File: config.mk
export PLATFORM = sky130hd
export DESIGN_NAME = vga_timing
export DESIGN_NICKNAME = d
export VERILOG_FILES = /design/src/rtl/vga_pkg.sv /design/src/rtl/mod_counter.sv /design/src/rtl/vga_timing.sv
export SDC_FILE = /design/constraint.sdc
export NUM_CORES = 1
export LEC_CHECK = 0
export BUFFER_PORTS_ARGS = -buffer_cell sky130_fd_sc_hd__buf_2
export CORE_MARGIN = 3
export CORE_UTILIZATION = 55
export CTS_CLUSTER_DIAMETER = 60
export DETAILED_ROUTE_END_ITERATION = 8
export PLACE_DENSITY = 0.83
export RECOVER_POWER = 50
export SLEW_MARGIN = 20
export SYNTH_ARGS = -nofsm -noshare
export SYNTH_HDL_FRONTEND = slang
export SYNTH_SLANG_ARGS = --single-unit
File: constraint.sdc
create_clock -name clk -period 5.25 [get_ports clk]
set_input_delay 1.575 -clock clk [delete_from_list [all_inputs] [get_ports clk]]
set_output_delay 1.575 -clock clk [all_outputs]
set_load 0.01 [all_outputs]
File: src/rtl/vga_pkg.sv
// Shared VGA constants: default 640x480@60 timing, derived totals, and the
// videoGen board geometry that draws into the visible region.
package vga_pkg;

  localparam int H_ACTIVE_DEF = 640;
  localparam int H_FP_DEF     = 16;
  localparam int H_SYNC_DEF   = 96;
  localparam int H_BP_DEF     = 48;
  localparam int V_ACTIVE_DEF = 480;
  localparam int V_FP_DEF     = 10;
  localparam int V_SYNC_DEF   = 2;
  localparam int V_BP_DEF     = 33;

  localparam int H_TOTAL = H_ACTIVE_DEF + H_FP_DEF + H_SYNC_DEF + H_BP_DEF;
  localparam int V_TOTAL = V_ACTIVE_DEF + V_FP_DEF + V_SYNC_DEF + V_BP_DEF;

  // Board drawn by videoGen: BOARD_SIZE x BOARD_SIZE cells, centred, with a frame.
  localparam int BOARD_SIZE = 8;
  localparam int CELL_SIZE  = 48;
  localparam int FRAME_W    = 4;
  localparam int BOARD_PIX  = BOARD_SIZE * CELL_SIZE;
  localparam int BOARD_X0   = (H_ACTIVE_DEF - BOARD_PIX) / 2;
  localparam int BOARD_Y0   = (V_ACTIVE_DEF - BOARD_PIX) / 2;

endpackage

File: src/rtl/mod_counter.sv
// Modulo-MOD counter: advances when en is high, wrap flags the enabled
// cycle on which the count returns from MOD-1 to 0. clear has priority.
module mod_counter #(
  parameter int MOD = 800,
  parameter int W   = 10
) (
  input  logic         clk,
  input  logic         rst_n,
  input  logic         en,
  input  logic         clear,
  output logic [W-1:0] value,
  output logic         wrap
);

  localparam logic [W-1:0] LAST = W'(MOD - 1);

  logic [W-1:0] value_q, value_d;

  always_comb begin
    value_d = value_q;
    if (clear) begin
      value_d = '0;
    end else if (en) begin
      value_d = (value_q == LAST) ? '0 : value_q + 1'b1;
    end
  end

  always_ff @(posedge clk or negedge rst_n) begin
    if (!rst_n) value_q <= '0;
    else        value_q <= value_d;
  end

  assign value = value_q;
  assign wrap  = en && !clear && (value_q == LAST);

endmodule

File: src/rtl/vga_timing.sv
// VGA sync/blank generator at half the system clock rate.
// Define VGA_TIMING_FRAME_CNT_EN to add the 8-bit frame_cnt output.
module vga_timing
  import vga_pkg::*;
#(
  parameter int H_ACTIVE = H_ACTIVE_DEF,
  parameter int H_FP     = H_FP_DEF,
  parameter int H_SYNC   = H_SYNC_DEF,
  parameter int H_BP     = H_BP_DEF,
  parameter int V_ACTIVE = V_ACTIVE_DEF,
  parameter int V_FP     = V_FP_DEF,
  parameter int V_SYNC   = V_SYNC_DEF,
  parameter int V_BP     = V_BP_DEF
) (
  input  logic       clk,
  input  logic       rst_n,
  output logic       vgaclk,
  output logic       hsync,
  output logic       vsync,
  output logic       sync_b,
  output logic       blank_b,
  output logic [9:0] x,
  output logic [9:0] y,
  output logic       frame_start
`ifdef VGA_TIMING_FRAME_CNT_EN
  ,
  output logic [7:0] frame_cnt
`endif
);

  localparam int H_TOT = H_ACTIVE + H_FP + H_SYNC + H_BP;
  localparam int V_TOT = V_ACTIVE + V_FP + V_SYNC + V_BP;

  localparam logic [9:0] HS_START = 10'(H_ACTIVE + H_FP);
  localparam logic [9:0] HS_END   = 10'(H_ACTIVE + H_FP + H_SYNC);
  localparam logic [9:0] VS_START = 10'(V_ACTIVE + V_FP);
  localparam logic [9:0] VS_END   = 10'(V_ACTIVE + V_FP + V_SYNC);
  localparam logic [9:0] H_VIS    = 10'(H_ACTIVE);
  localparam logic [9:0] V_VIS    = 10'(V_ACTIVE);

  logic       pix_en_q, pix_en_d;
  logic [9:0] hcnt, vcnt;
  logic       h_wrap, v_wrap;

  assign pix_en_d = ~pix_en_q;

  always_ff @(posedge clk or negedge rst_n) begin
    if (!rst_n) pix_en_q <= 1'b0;
    else        pix_en_q <= pix_en_d;
  end

  mod_counter #(.MOD(H_TOT), .W(10)) u_hcnt (
    .clk   (clk),
    .rst_n (rst_n),
    .en    (pix_en_q),
    .clear (1'b0),
    .value (hcnt),
    .wrap  (h_wrap)
  );

  // Vertical count steps once per line, on the same edge the line wraps.
  mod_counter #(.MOD(V_TOT), .W(10)) u_vcnt (
    .clk   (clk),
    .rst_n (rst_n),
    .en    (h_wrap),
    .clear (1'b0),
    .value (vcnt),
    .wrap  (v_wrap)
  );

  assign vgaclk      = pix_en_q;
  assign x           = hcnt;
  assign y           = vcnt;
  assign hsync       = !((hcnt >= HS_START) && (hcnt < HS_END));
  assign vsync       = !((vcnt >= VS_START) && (vcnt < VS_END));
  assign blank_b     = (hcnt < H_VIS) && (vcnt < V_VIS);
  assign sync_b      = 1'b0;
  assign frame_start = v_wrap;

`ifdef VGA_TIMING_FRAME_CNT_EN
  logic [7:0] frame_cnt_q, frame_cnt_d;

  always_comb begin
    frame_cnt_d = frame_cnt_q;
    if (frame_start) frame_cnt_d = frame_cnt_q + 8'd1;
  end

  always_ff @(posedge clk or negedge rst_n) begin
    if (!rst_n) frame_cnt_q <= 8'd0;
    else        frame_cnt_q <= frame_cnt_d;
  end

  assign frame_cnt = frame_cnt_q;
`endif

endmodule
==> results.toml, run 1 <==
[outcome]
outcome = "completed"

[synthesis]
synth_seq_cells = 21
ys_dominant_reg_cell = "dfrtp_1"
synth_enable_flop_cells = 0
post-synth-top-area-cell = "dfrtp_1"
ys.warnings.count = 0
async_flop_share_pct = 100
synth_top_cell_area_share_pct = 46.7
synth_cells = 115
synth.distinct_cells = 31
synth.top_cells.by_area = "dfrtp_1, xnor2_1, nand3_1, ha_1, nand2_1"
mappedNetlistArea_sq_um = 1120
syn_nets = 121
ys_seq_area_share_pct = 46.7
syn_avg_cell_area_sq_um = 9.78

[timing]
setup-violations-final = 0
grt_setup_unrepaired = "no"
maxClockFrequency_mhz = 285
worst_hold_slack_ps = 558
worst_slew_pin_slew_ps = 1080
fin_crit_ps = 3510
final.period_utilization_pct = 66.8
final-max-slew-violation-count = 0
setup_tns_ps = 0
postLayoutSetupSlackWorst_ps = 1740
max-slew-margin-rel_pct = 27.7
finalClockSkew_ps = 19.0
hold_viol_final = 0

[power_and_ir_drop]
overall_power_after_layout_uw = 244
powerDensity_nw_per_um2 = 188
cellLeakagePower_nw = 0.645
vdd_drop_max_mv = 0.162

[floorplan]
die_height_um = 51.2
floorplan.initialDensity_pct = 61.8
rows = 15
width_of_the_chip_um = 51.2
die-area_sq_um = 2620
floorplan.io_pins = 28
fp.coreArea_sq_um = 1820

[clock_tree]
cts_made_buffers = 3
maximum_buffer_depth_of_the_clock_tree = 2
post-cts-setup-buffers = 0
cts.sinks = 21
cts_htree_levels = 1
clk_transition_reported_paths_ps = 130
clk_latency_ps = 320
post_cts.resized_instances = 0
cts_hold_buf = 0
clock_tree_from_tritoncts = "done"
clockRootBuffer = "clkbuf_4"

[drt]
drcViolationCount = 0
avgViaCountPerCell = 5.60
detailedRoute.firstPassIterationCount = 4
drt-total-wl_um = 2350
detailroute.via_count = 946
avgRoutedWirePerCell_um = 13.9
detail_route.iter0.violations = 24
final_antenna_net_count = 0

[global_route]
grt_first_pass_wirelength_um = 4100
vias_in_the_first_global_route = 852
grt.overflow.total = 0
globalRouteTotalUtil_pct = 21.1
largest_net_degree_at_the_start_of_global_routing = 22
grt_antenna_before_repair = 0

[cells_and_area]
mostFrequentLayoutCell = "buf_2"
utilization_pct = 71.3
nets = 151
regArea_sq_um = 526
layoutNonFillerInstCount = 169
final_design_area_no_fill_sq_um = 1300
antennaDiodeCount = 0
fill_cells = 149
drive_gt1_share_pct = 22.2
area_occupied_by_multi_input_gates_sq_um = 561
area_growth_pct = 15.5
most-common-layout-cells = "buf_2, dfrtp_1, nand3_1"

[critical_path]
category_of_the_most_critical_setup_path = "flop to output port"
critical_path.startpoint_type = "flop"
worst-endpoint-required_ps = 3680
timing.critical_path.to_type = "output port"
crit_path_max_fanout = 6
critPathArrivalTime_ps = 1930

[placement]
dp.final_hpwl_um = 1790
io_buffer_count = 26
detailedPlace.worstSlack_ps = 2120
placed_inst_area_sq_um = 1280
gp_congestion = 0.894
place_inst = 165

[hold_path]
hp-class = "flop to flop"

[run]
cap_violations = 0
layout make-up:
cell class	instances	share of cell area (%)
inverters	6	1.73
well taps	25	2.41
clock buffers	3	1.73
repair buffers	26	9.92
clock inverters	1	0.578
flip-flops and latches	21	40.5
multi-input cells	87	43.2
power by group:
group	internal, mW	switching, mW	total (mW)	leakage (nW)
Combinational	0.000142	0.00325	0.00339	0.352
Sequential	0.162	0	0.162	0.279
Clock	0.0291	0.0502	0.0793	0.0139
Total	0.191	0.0535	0.244	0.645
critical path: stages (launching register included):
cell	delay, ps
dfrtp_1	420
ha_1	210
and4_1	260
nand3_1	200
nor2_1	320
buf_2	200
registers in the layout, summed over array words and instances, names as in the netlist:
signal,flops
u_hcnt.value,10
u_vcnt.value,10
vgaclk,1
final timing paths:
| kind | start | to | slack, ps | cells past startpoint |
|---|---|---|---|---|
| min | u_vcnt.value[8] | u_vcnt.value[8] | 560 | 1 |
| max in group asynchronous | rst_n | u_vcnt.value[8] | 3160 | 1 |
| min reg2reg | u_vcnt.value[8] | u_vcnt.value[8] | 560 | 1 |
| min in group asynchronous | rst_n | u_hcnt.value[4] | 1420 | 1 |
| max reg2reg | u_hcnt.value[6] | u_vcnt.value[0] | 3350 | 4 |
| max | u_hcnt.value[0] | frame_start | 1740 | 5 |
metal layers:
layer / global-route usage [%] / wire length [um]
met3: 6.12 / 181
met4: 3.93 / 14
met2: 31.8 / 1080
met1: 30.4 / 1080
met5: 0 / 0
kinds of logic (layout without fill, tap and decap cells):
group | Yosys count | count (layout) | share of synthesized area, %
buf+inv | 7 | 36 | 2.67
mux | 1 | 1 | 0.890
fa+ha+maj | 4 | 4 | 4.45
simple gates | 59 | 59 | 30.0
compound gates | 9 | 9 | 4.78
flops | 21 | 21 | 46.7
other cells | 1 | 1 | 0.333
xor+xnor | 13 | 13 | 10.1
cell usage after synthesis (2+ instances only):
master,n
nand4_1,3
inv_1,6
o21ai_0,2
xnor2_1,9
nand3_1,13
dfrtp_1,21
nor3_1,4
nor2_1,9
nor4_1,2
and4_1,2
o21a_1,2
nand2_1,10
o21ai_1,2
xor2_1,4
and2_1,4
and3_1,4
ha_1,4
Note: power is estimated with default switching activity, not from simulation.
==> inputs of run 2 (changes only) <==
--- a/config.mk
+++ b/config.mk
@@ -7,10 +7,10 @@
 export LEC_CHECK = 0
 export BUFFER_PORTS_ARGS = -buffer_cell sky130_fd_sc_hd__buf_2
 export CORE_MARGIN = 3
-export CORE_UTILIZATION = 55
+export CORE_UTILIZATION = 51
 export CTS_CLUSTER_DIAMETER = 60
 export DETAILED_ROUTE_END_ITERATION = 8
-export PLACE_DENSITY = 0.83
+export PLACE_DENSITY = 0.78
 export RECOVER_POWER = 50
 export SLEW_MARGIN = 20
 export SYNTH_ARGS = -nofsm -noshare
==> constraint.sdc (replaced) <==
create_clock -name clk -period 3.3 [get_ports clk]
set_input_delay 0.99 -clock clk [delete_from_list [all_inputs] [get_ports clk]]
set_output_delay 0.99 -clock clk [all_outputs]
set_load 0.01 [all_outputs]
==> results.toml, run 2 (synthesis gave the netlist of run 1 again) <==
[clock_tree]
clock_tree_from_tritoncts = "done"
clk_latency_ps = 310
clk_transition_reported_paths_ps = 120
clockRootBuffer = "clkbuf_4"
post_cts.resized_instances = 0
post-cts-setup-buffers = 0
cts.sinks = 21
cts_hold_buf = 0
cts_htree_levels = 1
cts_made_buffers = 3
maximum_buffer_depth_of_the_clock_tree = 2

[timing]
finalClockSkew_ps = 7.44
setup-violations-final = 0
worst_slew_pin_slew_ps = 1090
final.period_utilization_pct = 88.9
final-max-slew-violation-count = 0
max-slew-margin-rel_pct = 27.3
hold_viol_final = 0
maxClockFrequency_mhz = 341
fin_crit_ps = 2930
setup_tns_ps = 0
grt_setup_unrepaired = "no"

[placement]
dp.final_hpwl_um = 1790
io_buffer_count = 26
placed_inst_area_sq_um = 1280
gp_congestion = 0.884

[critical_path]
timing.critical_path.buf_inv = 2
worst_r2r_endpoint = "u_vcnt.value[4]"
crit_chain = "inv_1 -> ha_1 -> nor4bb_1 -> nand4_1 -> nor2_1 -> buf_2"
cp_slowest_stage_delay_ps = 470
worst-endpoint-required_ps = 2310
critical_path.startpoint_type = "flop"
crit_path_max_fanout = 6
r2r_start = "u_hcnt.value[6]"
crit_family = "simple AND/OR/NAND/NOR gates"
slowest_stage = "dfrtp_1"
timing.critical_path.to_type = "output port"
r2r.worst_path.cells = 4
critPathArrivalTime_ps = 1940
category_of_the_most_critical_setup_path = "flop to output port"
r2r_setup_slack_ps = 1410

[global_route]
grt_first_pass_wirelength_um = 4110
vias_in_the_first_global_route = 901
globalRouteTotalUtil_pct = 19.6
grt.overflow.total = 0
largest_net_degree_at_the_start_of_global_routing = 22
grt_antenna_before_repair = 0

[drt]
avgRoutedWirePerCell_um = 13.8
detailedRoute.firstPassIterationCount = 4
final_antenna_net_count = 0
avgViaCountPerCell = 5.57
detailroute.via_count = 952
drcViolationCount = 0
drt-total-wl_um = 2370
detail_route.iter0.violations = 16

[power_and_ir_drop]
cellLeakagePower_nw = 0.649
overall_power_after_layout_uw = 388
powerDensity_nw_per_um2 = 298
vdd_drop_max_mv = 0.242

[cells_and_area]
antennaDiodeCount = 0
drive_gt1_share_pct = 22.9
area_growth_pct = 15.9
most-common-layout-cells = "buf_2, dfrtp_1, nand3_1"
fill_cells = 186
final_design_area_no_fill_sq_um = 1300
nets = 151
mostFrequentLayoutCell = "buf_2"

[outcome]
outcome = "completed"

[floorplan]
width_of_the_chip_um = 53.0
floorplan.initialDensity_pct = 55.6
rows = 16
floorplan.io_pins = 28
die_height_um = 53.0
die-area_sq_um = 2810
fp.coreArea_sq_um = 2020

[run]
cap_violations = 0

[hold_path]
hp-class = "flop to flop"
hold_start = "u_vcnt.value[7]"
hold_end = "u_vcnt.value[7]"
timing.hold.worst_path_depth = 1
-- run 2: changes by cell type in the layout (fill, tap and decap cells not counted) --
cell / before / now
clkinv_2: 0 / 1
nor3_2: 0 / 1
clkinvlp_4: 1 / 0
nor3_1: 5 / 4
-- run 2: metal layers --
metal / vias up / GRT usage, % / part of all wire, %
met5: - / 0 / 0
met4: 0 / 7.66 / 1.7
met3: 5 / 2.82 / 5.4
met2: 26 / 30.4 / 47
met1: 456 / 27.5 / 46
li1: 465 / - / -
-- run 2: final cells by class --
class                   instances  area [sq um]  share of cell area [%]
well taps                      27          33.8                    2.59
multi-input cells              87           566                    43.4
clock buffers                   3          22.5                    1.73
flip-flops and latches         21           526                    40.3
inverters                       6          22.5                    1.73
clock inverters                 1          5.00                   0.384
repair buffers                 26           129                    9.88
-- run 2: stage by stage --
step                      hold slack (ps)  std cells  setup WS, ps  util [%]
after floorplan                       534        115           948         -
after global routing                  548        171           219      64.5
after CTS                             532        171           373      64.7
after global placement                501        167           799      63.4
after detailed placement              515        167           724      63.4
final                                 533        171           368      64.5
-- run 2: how the worst max path moves through the flow --
stage	slack, ps	start	cells after the start	end
3_3_place_gp	800	u_vcnt.value[0]	6	frame_start
5_1_grt	220	u_hcnt.value[0]	5	frame_start
3_5_place_dp	720	u_hcnt.value[0]	5	frame_start
2_1_floorplan	950	u_hcnt.value[0]	4	frame_start
4_1_cts	370	u_vcnt.value[1]	6	frame_start
6_report	370	u_vcnt.value[1]	6	frame_start
-- run 2: power by group --
part	switching [mW]	internal [mW]
clock network	0.0805	0.0453
registers	0	0.257
logic	0.00519	0.000226
total	0.0857	0.303
==> inputs of run 3 (changes only) <==
--- a/config.mk
+++ b/config.mk
@@ -7,11 +7,12 @@
 export LEC_CHECK = 0
 export BUFFER_PORTS_ARGS = -buffer_cell sky130_fd_sc_hd__buf_2
 export CORE_MARGIN = 3
-export CORE_UTILIZATION = 51
+export CORE_UTILIZATION = 55
 export CTS_CLUSTER_DIAMETER = 60
 export DETAILED_ROUTE_END_ITERATION = 8
-export PLACE_DENSITY = 0.78
+export PLACE_DENSITY = 0.83
 export RECOVER_POWER = 50
+export REMOVE_ABC_BUFFERS = 1
 export SLEW_MARGIN = 20
 export SYNTH_ARGS = -nofsm -noshare
 export SYNTH_HDL_FRONTEND = slang
==> constraint.sdc (replaced) <==
create_clock -name clk -period 3.7 [get_ports clk]
set_input_delay 1.11 -clock clk [delete_from_list [all_inputs] [get_ports clk]]
set_output_delay 1.11 -clock clk [all_outputs]
set_load 0.01 [all_outputs]
==> results.toml, run 3 (synthesis gave the netlist of run 1 again) <==
[power_and_ir_drop]
internal_power_uw = 272
powerDensity_nw_per_um2 = 263
power.sequential.fraction_pct = 67.0
netSwitchingPower_uw = 70.9
p_comb_share_pct = 1.4
vdd_drop_max_mv = 0.198
swShare_pct = 20.7
power.clock.fraction_pct = 31.6
cellLeakagePower_nw = 0.646
overall_power_after_layout_uw = 342

[clock_tree]
clk_transition_reported_paths_ps = 120
maximum_buffer_depth_of_the_clock_tree = 2
cts_made_buffers = 3
cts_hold_buf = 0
post-cts-setup-buffers = 0
clk_latency_ps = 290
post_cts.resized_instances = 0
clockRootBuffer = "clkbuf_4"
cts_htree_levels = 1
cts.sinks = 21
clock_tree_from_tritoncts = "done"

[floorplan]
die-area_sq_um = 2620
fp.coreArea_sq_um = 1820
die_height_um = 51.2
floorplan.initialDensity_pct = 61.8
rows = 15
width_of_the_chip_um = 51.2
floorplan.io_pins = 28

[cells_and_area]
most-common-layout-cells = "buf_2, dfrtp_1, nand3_1"
mostFrequentLayoutCell = "buf_2"
antennaDiodeCount = 0
nets = 151
drive_gt1_share_pct = 22.2
area_growth_pct = 15.6

[global_route]
grt.overflow.total = 0
globalRouteMet1Util_pct = 30.6
grt-busiest-layer = "met2"
largest_net_degree_at_the_start_of_global_routing = 22
grt_antenna_before_repair = 0
met2_usage_pct = 32.2
globalRouteTotalUtil_pct = 20.8
grt_first_pass_wirelength_um = 4090
grt_util_met3_pct = 3.50
vias_in_the_first_global_route = 864

[drt]
avgViaCountPerCell = 5.66
detailroute.via_count = 956
final_antenna_net_count = 0
detail_route.iter0.violations = 23
avgRoutedWirePerCell_um = 13.8
drt-total-wl_um = 2330
detailedRoute.firstPassIterationCount = 4
drcViolationCount = 0

[hold_path]
hp-class = "flop to flop"

[placement]
gp_congestion = 0.886
dp.final_hpwl_um = 1800
io_buffer_count = 26

[critical_path]
timing.critical_path.to_type = "output port"
worst-endpoint-required_ps = 2590
cp_slowest_stage_delay_ps = 420
timing.critical_path.buf_inv = 1
crit_path_max_fanout = 6
slowest_stage = "dfrtp_1"
critical_path.startpoint_type = "flop"
critPathArrivalTime_ps = 1890
crit_chain = "ha_1 -> and4_1 -> nand3_1 -> nor2_1 -> buf_2"
crit_family = "simple AND/OR/NAND/NOR gates"
category_of_the_most_critical_setup_path = "flop to output port"

[timing]
maxClockFrequency_mhz = 334
fin_crit_ps = 3000
setup_tns_ps = 0
setup-violations-final = 0
hold_viol_final = 0
max-slew-margin-rel_pct = 29.2
worst_hold_slack_ps = 555
worst_slew_pin_slew_ps = 1060
final-max-slew-violation-count = 0
final.period_utilization_pct = 81.0
finalClockSkew_ps = 3.99
grt_setup_unrepaired = "no"

[run]
cap_violations = 0

[outcome]
outcome = "completed"
-- run 3: per-layer routing --
layer / wire length, um / vias to the layer above
met1: 1100 / 459
li1: - / 459
met2: 1040 / 34
met5: 0 / -
met4: 30 / 0
met3: 154 / 4
-- run 3: worst paths after layout --
path | from | to | slack (ps) | cells past startpoint
min in group asynchronous | rst_n | u_vcnt.value[8] | 970 | 1
max in group asynchronous | rst_n | u_vcnt.value[0] | 2090 | 1
hold reg to reg | u_vcnt.value[8] | u_vcnt.value[8] | 560 | 1
hold / removal | u_vcnt.value[8] | u_vcnt.value[8] | 560 | 1
setup reg to reg | u_hcnt.value[6] | u_vcnt.value[4] | 1860 | 4
setup / recovery | u_hcnt.value[0] | frame_start | 700 | 5
-- run 3: final cells by class --
class	count	area, sq um
clock buffers	4	26.3
repair buffers	26	129
fillers	152	520
flip-flops and latches	21	526
multi-input cells	87	566
well taps	25	31.3
inverters	6	22.5
-- run 3: per-stage QoR --
| stage | area, sq um | std cells | util, % | setup WS [ps] |
|---|---|---|---|---|
| final | 1300 | 169 | 71.4 | 703 |
| after floorplan | 1120 | 114 | - | 1230 |
| after global routing | 1300 | 169 | 71.4 | 542 |
| after detailed placement | 1280 | 165 | 70.2 | 1070 |
| after global placement | 1280 | 165 | 70.2 | 1110 |
| after CTS | 1310 | 169 | 71.7 | 725 |
-- run 3: power by group through the flow --
stage,Combinational [mW],Sequential (mW),Clock (mW)
floorplan,0.000438,0.234,0
global placement,0.00520,0.234,0
detailed placement,0.00528,0.234,0
CTS,0.00527,0.229,0.112
global route,0.00573,0.230,0.121
finish,0.00472,0.229,0.108
